$ cat src/rtl/cc_pkg.sv
// cc_pkg: shared types and puncture tables for the convolutional-code block sequencer
package cc_pkg;
  typedef enum logic [1:0] {RATE_1_2, RATE_2_3, RATE_3_4, RATE_5_6} cc_rate_t;
  typedef enum logic [1:0] {S_IDLE, S_DATA, S_TAIL, S_DONE} state_t;
  localparam int CC_K = 7;
  localparam int PH_W = 3;
  localparam logic [PH_W-1:0] PERIOD [4] = '{3'd1, 3'd2, 3'd3, 3'd5};
  // keep mask per (rate, phase) as {keep Y, keep X}; entries past the period are unused
  localparam logic [1:0] KEEP [4][5] = '{
    '{2'b11, 2'b11, 2'b11, 2'b11, 2'b11},
    '{2'b11, 2'b10, 2'b11, 2'b11, 2'b11},
    '{2'b11, 2'b10, 2'b01, 2'b11, 2'b11},
    '{2'b11, 2'b10, 2'b01, 2'b10, 2'b01}};
endpackage

$ cat src/rtl/cc_punct_gen.sv
// cc_punct_gen: puncture phase counter with rate-indexed keep-mask lookup
module cc_punct_gen
  import cc_pkg::*;
(
  input  logic       clk,
  input  logic       rst,
  input  logic       clear_i,
  input  logic       adv_i,
  input  cc_rate_t   rate_i,
  output logic [1:0] keep_o
);
  logic [PH_W-1:0] phase_q, phase_d;
  always_comb begin
    phase_d = clear_i ? '0 : !adv_i ? phase_q : (phase_q == PERIOD[rate_i] - 1'b1) ? '0 : phase_q + 1'b1;
    keep_o = KEEP[rate_i][phase_q];
  end
  always_ff @(posedge clk or posedge rst)
    if (rst) phase_q <= '0;
    else phase_q <= phase_d;
endmodule

$ cat src/rtl/cc_seq.sv
// cc_seq: FEC block sequencer (data, zero tail, puncture mask); CC_BLK_CNT_EN enables blk_cnt
module cc_seq
  import cc_pkg::*;
#(
  parameter int LEN_W    = 12,
  parameter int TAIL_LEN = 6
) (
  input  logic             clk,
  input  logic             reset,
  input  logic             start,
  input  logic [LEN_W-1:0] blk_bits,
  input  logic [1:0]       cc_rate,
  input  logic             in_valid,
  input  logic             in_bit,
  output logic             in_ready,
  output logic             enc_valid,
  output logic             enc_bit,
  output logic             enc_last,
  output logic [1:0]       punct_keep,
  output logic             busy,
  output logic             done,
  output logic             err,
  output logic [15:0]      blk_cnt
);
  localparam int TW = $clog2(TAIL_LEN + 1);
  state_t state_q, state_d;
  cc_rate_t rate_q, rate_d;
  logic [LEN_W-1:0] n_q, n_d, cnt_q, cnt_d;
  logic [TW-1:0] tc_q, tc_d;
  logic ev_q, ev_d, eb_q, eb_d, el_q, el_d, err_q, err_d, accept;
  logic [1:0] keep, keep_q;
  assign in_ready   = state_q == S_DATA;
  assign busy       = state_q != S_IDLE;
  assign done       = state_q == S_DONE;
  assign enc_valid  = ev_q;
  assign enc_bit    = eb_q;
  assign enc_last   = el_q;
  assign punct_keep = keep_q;
  assign err        = err_q;
  always_comb begin
    accept = start && blk_bits != '0 && (state_q == S_IDLE || state_q == S_DONE);
    state_d = state_q;
    rate_d = rate_q;
    n_d = n_q;
    cnt_d = cnt_q;
    tc_d = tc_q;
    ev_d = 1'b0;
    eb_d = 1'b0;
    el_d = 1'b0;
    err_d = start && !accept;
    case (state_q)
      S_DATA: if (in_valid) begin
        ev_d = 1'b1;
        eb_d = in_bit;
        cnt_d = cnt_q + 1'b1;
        if (cnt_q == n_q - 1'b1) state_d = S_TAIL;
      end
      // one extra TAIL cycle lets the last registered tail bit show before DONE
      S_TAIL: if (tc_q == TW'(TAIL_LEN)) state_d = S_DONE;
      else begin
        ev_d = 1'b1;
        el_d = tc_q == TW'(TAIL_LEN - 1);
        tc_d = tc_q + 1'b1;
      end
      default: begin
        state_d = accept ? S_DATA : S_IDLE;
        rate_d = accept ? cc_rate_t'(cc_rate) : rate_q;
        n_d = accept ? blk_bits : n_q;
        cnt_d = '0;
        tc_d = '0;
      end
    endcase
  end
  cc_punct_gen u_punct (
    .clk    (clk),
    .rst    (reset),
    .clear_i(accept),
    .adv_i  (ev_d),
    .rate_i (rate_q),
    .keep_o (keep)
  );
  always_ff @(posedge clk or posedge reset)
    if (reset) begin
      state_q <= S_IDLE;
      rate_q <= RATE_1_2;
      n_q <= '0;
      cnt_q <= '0;
      tc_q <= '0;
      ev_q <= 1'b0;
      eb_q <= 1'b0;
      el_q <= 1'b0;
      err_q <= 1'b0;
      keep_q <= 2'b00;
    end else begin
      state_q <= state_d;
      rate_q <= rate_d;
      n_q <= n_d;
      cnt_q <= cnt_d;
      tc_q <= tc_d;
      ev_q <= ev_d;
      eb_q <= eb_d;
      el_q <= el_d;
      err_q <= err_d;
      keep_q <= ev_d ? keep : 2'b00;
    end
`ifdef CC_BLK_CNT_EN
  logic [15:0] blk_cnt_q;
  always_ff @(posedge clk or posedge reset)
    if (reset) blk_cnt_q <= '0;
    else if (state_q == S_DONE) blk_cnt_q <= blk_cnt_q + 1'b1;
  assign blk_cnt = blk_cnt_q;
`else
  assign blk_cnt = '0;
`endif
endmodule

$ cat config.mk
export PLATFORM = sky130hd
export DESIGN_NAME = cc_seq
export DESIGN_NICKNAME = d
export VERILOG_FILES = /design/src/rtl/cc_pkg.sv /design/src/rtl/cc_punct_gen.sv /design/src/rtl/cc_seq.sv
export SDC_FILE = /design/constraint.sdc
export NUM_CORES = 1
export LEC_CHECK = 0
export CELL_PAD_IN_SITES_DETAIL_PLACEMENT = 1
export CELL_PAD_IN_SITES_GLOBAL_PLACEMENT = 2
export CORE_MARGIN = 1
export CORE_UTILIZATION = 33
export DETAILED_ROUTE_END_ITERATION = 8
export HOLD_SLACK_MARGIN = 0.02
export PLACE_DENSITY = 0.82
export SLEW_MARGIN = 20
export SYNTH_ARGS = -nofsm -noshare
export SYNTH_HDL_FRONTEND = slang
export SYNTH_HIERARCHICAL = 1
export SYNTH_SLANG_ARGS = --single-unit
export TNS_END_PERCENT = 50
$ cat constraint.sdc
create_clock -name clk -period 2.9 [get_ports clk]
set_input_delay 0.58 -clock clk [delete_from_list [all_inputs] [get_ports clk]]
set_output_delay 0.58 -clock clk [all_outputs]
set_load 0.02 [all_outputs]
Yosys cells after proc, flatten, opt, wreduce, memory -nomap -nowiden. Index checks and enable logic that the tools add are counted.

Add/subtract/negate cells: 5. Order comparisons: 2. Equal/unequal tests: 11. Multiplexer cells: 29. Bitwise gates (word level): 5. Reductions and logical operators: 14.

Operators with widths (number): case mux 12 bit (2 select lines) (1); binary-select mux 10 bit (select 2 bit) (1); two-way mux 10 bit (2); two-way mux 3 bit (6); adder 12 x 1 -> 12 bit (second input constant) (1); == test 12 bit (1); two-way mux 12 bit (1); two-way mux 2 bit (6); nonzero test 12 bit (1); subtractor 12 x 1 -> 12 bit (second input constant) (1); two-way mux 1 bit (7); adder 3 x 1 -> 3 bit (second input constant) (2); binary-select mux 2 bit (select 3 bit) (1); binary-select mux 3 bit (select 2 bit) (1); == test 3 bit (second input constant) (2); inequality test 2 bit (second input constant) (3); case mux 3 bit (2 select lines) (1); AND reduction 2 bit (3); == test 2 bit (second input constant) (2); >= comparator 4 bit (second input constant) (1); inverter 3 -> 4 bit (1); case mux 2 bit (2 select lines) (1); nonzero test 2 bit (2); == test 3 bit (1); 13 further kinds (17).

Register bits: 40. Input bits: 19. Output and inout bits: 25. Logic and storage cells: 77.

Depth between registers and ports, before layout. Gate-level depths: netlist (run 1).

Depth in word-level cells: 9. Mapped depth: 9. Gate-level depth less buffers: 9.

By module. The synthesis (run 1) kept the hierarchy.

Modules (own cells, without submodules): cc_seq (times used 1, cells each 238, area an instance 2274.7 µm², sequential area each 925.9 µm²); cc_punct_gen (times used 1, cells each 33, area an instance 270.3 µm², sequential area each 75.1 µm²).

Least setup slack after synthesis (run 1). OpenSTA, ideal clock, no wires.

Kind: reg2reg. From: reg state_q[0]. To: reg u_punct.phase_q[2]. Library setup time: 0.153 ns. Arrival: 2.097 ns. Required time: 2.747 ns. Path slack: 0.650 ns. Stages on the path, launching flop included: 10. Path buffers: 2. Period minus slack after synthesis: 2.250 ns. Path through: dfrtp_1 inv_1 ha_1 a311oi_1 clkbuf_1 clkbuf_1 nand2b_1 nor2_1 o21ai_0 o211ai_1.

Longest elaborated chain between the ends: 4. Elaborated cells between the ends (all ways): 9. Those cells by class: 3 x eq/ne; 2 x mux; 4 x reduce/logical.

RTL lines: from (decl) (line cc_seq.sv:26) `state_t state_q, state_d;`; from (signal assigned) (line cc_seq.sv:95) `state_q <= state_d;`; == test 2 bit or zero test 2 bit (tied branches) (line cc_seq.sv:41) `accept = start && blk_bits != '0 && (state_q == S_IDLE || state_q == S_DONE);`; logical OR 1 bit (*) (line cc_seq.sv:41); logical AND 1 bit (*) (line cc_seq.sv:41); net accept (line cc_seq.sv:30) `logic ev_q, ev_d, eb_q, eb_d, el_q, el_d, err_q, err_d, accept;`; two-way mux 3 bit or nonzero test 2 bit (tied branches); to (signal assigned) (line cc_punct_gen.sv:19) `else phase_q <= phase_d;`; to (decl) (line cc_punct_gen.sv:12) `logic [PH_W-1:0] phase_q, phase_d;`.

Mark *: on every way through the listed nets, which the timed path passes. The rest lies on a longest branch. A chain may end at the register's enable or synchronous reset.

Final worst setup path (run 1).
From: reg n_q[0]. To: reg state_q[1].

Longest elaborated chain between the ends: 4.

RTL lines: from (decl) (line cc_seq.sv:28) `logic [LEN_W-1:0] n_q, n_d, cnt_q, cnt_d;`; from (signal assigned) (line cc_seq.sv:97) `n_q <= n_d;`; subtractor 12 x 1 -> 12 bit (line cc_seq.sv:56) `if (cnt_q == n_q - 1'b1) state_d = S_TAIL;`; == test 12 bit (line cc_seq.sv:56); inequality test 2 x 1 -> 1 bit (no source line); AND reduction 3 bit (no source line).

No other way between the ends.

==> impl_metrics.csv, run 1 <==
group,metric,value,unit
clocking,cts.clk_slew.worst_paths,80,ps
clocking,cts_tree,"yes",
clocking,clk_path_buf_depth,2,
synthesis,synth_enable_flop_cells,0,
timing,tns,0,ps
synthesis,synthTopCellsByArea,"dfrtp_1, mux2_2, ha_1",
timing,period_minus_slack,2408,ps
synthesis,seq_area_frac_synth,0.3933,
place,dp_slack,405.6,ps
flow_run,max_cap_violations,0,
place,port_buffers,27,
grt,gr-usage-met1,0.2058,
clocking,cts_resized,0,
synthesis,syn_area,2545,um^2
timing,slew_violations,0,
timing,slew_headroom,0.5818,
floorplan,die_h,89.82,um
cells_and_area,regArea,1001,um^2
worst_setup_path,worstPathMaxFanout,9,
power_and_ir_drop,p_clk_frac,0.147,
worst_setup_path,path_delay_family,"simple AND/OR/NAND/NOR gates",
synthesis,postSynthCellCount,271,
worst_setup_path,cpPeakStageDelay,550,ps
timing,final-setup-viol-count,0,
grt,grt_pass1_vias,2075,
synthesis,synth-main-ff-cell,"dfrtp_1",
synthesis,synthArstFlopShare,1.000,
worst_setup_path,cp_slowest_cell,"or4_4",
grt,antenna_found_initial,0,
timing,fin_ws,491.8,ps
worst_setup_path,r2r_slack,490,ps
worst_setup_path,critPathKind,"register to register",
synthesis,yosys.area.top_type,"dfrtp_1",
floorplan,core-area,7370,um^2
power_and_ir_drop,switching_share,0.4268,
grt,grtUsageTotal,0.1523,
grt,use_met3,0.02707,
cells_and_area,multiInputGateArea,1388,um^2
worst_setup_path,path_cells,"nor3_4 > nand2_1 > o31a_1 > or4_4 > or4_1 > nand3_1",
clocking,post_cts_buffers,0,
detailed_routing,firstDrtPassIters,4,
clocking,clock-sinks,40,
cells_and_area,drive_above_1_share,0.1148,
grt,grt_max_degree,21,
timing,min_period_over_period,0.8304,
power_and_ir_drop,p_sw,1146,uW
floorplan,rows,31,
timing,worst_slew_pin_slew,625.0,ps
power_and_ir_drop,p_per_area,898.4,nW/um^2
power_and_ir_drop,p_int,1539,uW
floorplan,die_w,89.82,um
cells_and_area,nFillCells,867,
worst_setup_path,setup.worst_path.end_class,"register",
synthesis,yosysUniqueCellTypes,52,
grt,grt_use_met2,0.2487,
detailed_routing,drtAntennaViolNets,0,
place,gp_congestion,0.7513,
timing,fin_skew,6.856,ps
synthesis,syn_area_per_cell,9.391,um^2
grt,grt_overflow,0,
detailed_routing,num_vias,2030,
floorplan,io_pins,44,
detailed_routing,first_iter_violations,50,
clocking,clock_latency,300,ps
worst_setup_path,path_buf_inv,0,
floorplan,dieArea,8067,um^2
synthesis,ys_seq_elements,40,
timing,fmax,415.3,MHz
synthesis,yosysWarnings,6,
synthesis,synth_top_cell_area_share,0.3933,
hold_path,hp-class,"input port to asynchronous set/reset pin",
detailed_routing,drc_errors,0,
power_and_ir_drop,leakage,0.001266,uW
floorplan,initial_core_util,0.3453,
place,hpwlAfterDp,4323,um
clocking,clk_root_buffer_cell,"clkbuf_8",
timing,final_hold_viol_count,0,
run_status,status,"finished, final reports clean",
power_and_ir_drop,power.total,2684,uW
power_and_ir_drop,ir_drop,381.2,uV
worst_setup_path,critPathLaunchType,"register",
cells_and_area,nNetsFinal,334,
worst_setup_path,worstPathArrival,2640,ps
clocking,htreeDepth,2,
detailed_routing,post_drt_wl_per_cell,14.01,um
cells_and_area,area_delta_synth_final,17.40,%
grt,grt.busiest_layer,"met2",
clocking,cts_buffers,5,
cells_and_area,diodes,0,
grt,grt_pass1_wl,9984,um
power_and_ir_drop,combPwrFrac,0.489,
clocking,hold_buffers,0,
detailed_routing,wirelength,5659,um
detailed_routing,via_per_inst,5.025,
power_and_ir_drop,seqPwrFrac,0.364,
worst_setup_path,critPathRequiredTime,3130,ps
timing,rsz0062_at_grt,"false",
routing by layer:
layer,part of all wire,vias up
met5,0,-
met4,0.012,0
met3,0.025,4
met2,0.47,35
met1,0.49,1000
li1,-,991
synthesized netlist by cell type, drive strengths merged (4+ instances only):
| master | count |
|---|---|
| and3 | 6 |
| nor3 | 5 |
| a21oi | 15 |
| ha | 11 |
| nand2b | 6 |
| nand3 | 7 |
| a31oi | 4 |
| clkbuf | 6 |
| nor2b | 4 |
| o21ai | 13 |
| dfrtp | 40 |
| nor2 | 18 |
| xnor2 | 5 |
| xor2 | 13 |
| nor4 | 6 |
| nand2 | 23 |
| inv | 16 |
| buf | 17 |
| mux2 | 13 |
power by group through the flow:
stage	registers [uW]	logic [uW]	clock network [uW]
2_1_floorplan	936	996	0
4_1_cts	980	1340	412
5_1_grt	1020	1490	429
3_3_place_gp	983	1310	0
3_5_place_dp	991	1340	0
6_report	977	1310	394
layout make-up:
cell class / instances / area share
Sequential cell: 40 / 0.3350
Timing Repair Buffer: 34 / 0.1080
Inverter: 16 / 0.02010
Tap cell: 99 / 0.04146
Multi-Input combinational cell: 207 / 0.4644
Clock inverter: 2 / 0.003350
Clock buffer: 6 / 0.02764
worst paths after layout:
kind | start | cells after the start | to
setup / recovery | n_q[0]$_DFFE_PP0P_ | 6 | state_q[1]$_DFFE_PP0P_
hold / removal | reset | 2 | u_punct/phase_q[2]$_DFFE_PP0P_
setup reg to reg | n_q[0]$_DFFE_PP0P_ | 6 | state_q[1]$_DFFE_PP0P_
hold reg to reg | n_q[11]$_DFFE_PP0P_ | 1 | n_q[11]$_DFFE_PP0P_
max in group asynchronous | reset | 3 | cnt_q[0]$_DFFE_PP0P_
min in group clk | n_q[11]$_DFFE_PP0P_ | 1 | n_q[11]$_DFFE_PP0P_
through the flow:
stage | area, um^2 | hold slack (ps) | util | std cells
finish | 2988 | 488.4 | 0.4054 | 404
global route | 2988 | 495.6 | 0.4054 | 404
CTS | 2988 | 494.4 | 0.4054 | 404
detailed placement | 2895 | 527.3 | 0.3929 | 396
global placement | 2895 | 511.7 | 0.3929 | 396
floorplan | 2601 | 333.6 | - | 286
flip-flops by register name, summed over array words and instances (netlist names):
| signal | count |
|---|---|
| n_q | 12 |
| err | 1 |
| cnt_q | 12 |
| tc_q | 3 |
| punct_keep | 2 |
| u_punct/phase_q | 3 |
| state_q | 2 |
| enc_bit | 1 |
| enc_valid | 1 |
| rate_q | 2 |
| enc_last | 1 |
cells by family after synthesis:
kind of cell | share of synthesized area
AND/OR/NAND/NOR | 0.2016
AO/OA/AOI/OAI | 0.1401
flip-flops | 0.3933
buffers and inverters | 0.08603
XOR/XNOR | 0.06195
multiplexers | 0.05752
adder cells (fa/ha/maj) | 0.05801
other | 0.001474
placed cells by master (no fill, tap or decap), types with 7 or more instances in the layout:
master	instances
buf_4	7
dfrtp_1	40
clkdlybuf4s50_1	27
inv_1	16
ha_1	11
o21ai_0	13
nand3_1	7
a21oi_1	15
conb_1	16
nor2_1	18
nand2_1	23
xor2_1	13
mux2_2	13
(Power assumes the default switching activity.)
==> inputs of run 2 (changes only) <==
- CORE_UTILIZATION: 33 -> 29
- PLACE_DENSITY: 0.82 -> 0.76
- clock period: 2.9 -> 2 ns (I/O delays scaled with it)
==> run 2 against run 1 <==
Against the previous run:
- the flow now finishes with violations (setup timing)
- count of clock-buffer cells in the layout up 1
- critical endpoint unchanged
- hold slack worse by 200 ps
- non-clock buffer count up 35
==> impl_metrics.csv, run 2 (same netlist as run 1, synthesis figures left out) <==
group,metric,value,unit
cells_and_area,top_regs,"cnt_q x12, n_q x12",
hold_path,hp-class,"input port to asynchronous set/reset pin",
floorplan,io_pins,44,
worst_setup_path,cp_slowest_cell,"or4_4",
worst_setup_path,critPathRequiredTime,2230,ps
detailed_routing,drc_errors,0,
timing,slew_violations,0,
worst_setup_path,path_delay_family,"simple AND/OR/NAND/NOR gates",
cells_and_area,regArea,1006,um^2
cells_and_area,final_cell_mix,"dfrtp_1, buf_4, clkdlybuf4s50_1, nand2_1, nor2_1",
worst_setup_path,path_cells,"xor2_2 > a21boi_1 > o31a_1 > or4_4 > or4_1 > nand3_1",
timing,final-setup-viol-count,2,
timing,hold_ws,292.5,ps
cells_and_area,drive_above_1_share,0.2588,
power_and_ir_drop,p_per_area,1342,nW/um^2
clocking,cts.clk_slew.worst_paths,80,ps
detailed_routing,post_drt_wl_per_cell,14.71,um
timing,final_hold_viol_count,0,
floorplan,die_h,95.68,um
timing,fin_ws,-219.9,ps
worst_setup_path,r2r-start,"n_q[9]$_DFFE_PP0P_",
worst_setup_path,path_depth,6,
place,port_buffers,27,
worst_setup_path,reg2reg_to,"state_q[1]$_DFFE_PP0P_",
clocking,cts_tree,"yes",
detailed_routing,drtAntennaViolNets,0,
worst_setup_path,worstPathArrival,2450,ps
cells_and_area,fin_cells,445,
grt,grt_pass1_wl,10910,um
power_and_ir_drop,leakage,0.001467,uW
floorplan,die_w,95.68,um
timing,fin_skew,7.494,ps
worst_setup_path,cp-endpoint,"state_q[1]$_DFFE_PP0P_",
floorplan,initial_core_util,0.3051,
power_and_ir_drop,ir_drop,457.0,uV
worst_setup_path,reg2regPathDepth,6,
grt,grt_pass1_vias,2177,
floorplan,rows,33,
detailed_routing,firstDrtPassIters,4,
cells_and_area,nNetsFinal,369,
timing,period_minus_slack,2220,ps
timing,min_period_over_period,1.110,
worst_setup_path,worstPathMaxFanout,3,
worst_setup_path,crit_path_start,"n_q[9]$_DFFE_PP0P_",
worst_setup_path,r2r_slack,-220,ps
clocking,clock_latency,300,ps
place,hpwlAfterDp,4975,um
run_status,status,"finished with violations",
clocking,clock-sinks,40,
grt,grt_max_degree,16,
floorplan,core-area,8341,um^2
grt,antenna_found_initial,0,
place,dp_slack,-310.8,ps
timing,fmax,450.5,MHz
worst_setup_path,critPathKind,"register to register",
clocking,clk_root_buffer_cell,"clkbuf_8",
place,gp_congestion,0.7636,
grt,grtUsageTotal,0.1571,
place,dp_cells,432,
cells_and_area,nFillCells,986,
detailed_routing,wirelength,6548,um
clocking,clk_path_buf_depth,2,
cells_and_area,multiInputGateArea,1486,um^2
floorplan,dieArea,9155,um^2
worst_setup_path,setup.worst_path.end_class,"register",
worst_setup_path,critPathLaunchType,"register",
cells_and_area,area_delta_synth_final,32.99,%
timing,rsz0062_at_grt,"true",
clocking,htreeDepth,2,
flow_run,max_cap_violations,0,
detailed_routing,first_iter_violations,78,
worst_setup_path,cpPeakStageDelay,550,ps
detailed_routing,num_vias,2149,
run_status,violations,"setup timing",
cells_and_area,utilization,0.4058,
cells_and_area,diodes,0,
grt,grt_overflow,0,
clocking,cts_buffers,5,
worst_setup_path,path_buf_inv,0,
detailed_routing,via_per_inst,4.829,
## run 2: worst min path at each step
stage	to	start	depth (start not counted)	slack, ps
2_1_floorplan	u_punct/phase_q[0]$_DFFE_PP0P_	reset	1	150
6_report	u_punct/phase_q[1]$_DFFE_PP0P_	reset	2	290
3_3_place_gp	n_q[11]$_DFFE_PP0P_	n_q[11]$_DFFE_PP0P_	1	510
5_1_grt	u_punct/phase_q[2]$_DFFE_PP0P_	reset	2	320
4_1_cts	u_punct/phase_q[2]$_DFFE_PP0P_	reset	2	290
3_5_place_dp	n_q[11]$_DFFE_PP0P_	n_q[11]$_DFFE_PP0P_	1	530
## run 2: worst register-to-register path: stages, from the launching register on
cell and delay (ps):
dfrtp_1 440, xor2_2 220, a21boi_1 160, o31a_1 310, or4_4 550, or4_1 400
nand3_1 80
## run 2: final cells by class
| type | instances | share of cell area |
|---|---|---|
| Clock buffer | 7 | 0.02255 |
| Clock inverter | 1 | 0.001479 |
| Inverter | 16 | 0.01774 |
| Multi-Input combinational cell | 207 | 0.4392 |
| Sequential cell | 40 | 0.2972 |
| Tap cell | 105 | 0.03882 |
| Timing Repair Buffer | 69 | 0.1830 |
## run 2: power by group
group	switching, uW	internal [uW]	total, uW
combinational	1320	1320	2640
sequential	300	1070	1370
clock	285	245	530
## run 2: metrics by stage
step	power, uW	instance area (um^2)	TNS (ps)
floorplan	2815	2608	-172.9
detailed placement	3762	3154	-4571
global placement	3686	3154	-3152
finish	4542	3385	-398.7
CTS	4447	3302	-339.2
global route	4932	3385	-604.9
## run 2: repair_timing
action                                  in CTS  in global routing
hold buffers                                 0                  0
gates resized for setup                     16                 14
pin swaps                                    3                  3
setup buffers                                3                  1
endpoints found under the setup margin       6                 19
cloned                                       0                  1
## run 2: layer usage
layer / share of wire / routed length (um) / global-route usage
met1: 0.47 / 3079 / 0.2107
met2: 0.49 / 3223 / 0.2583
met3: 0.027 / 177 / 0.02951
met4: 0.010 / 68 / 0.04104
met5: 0 / 0 / 0
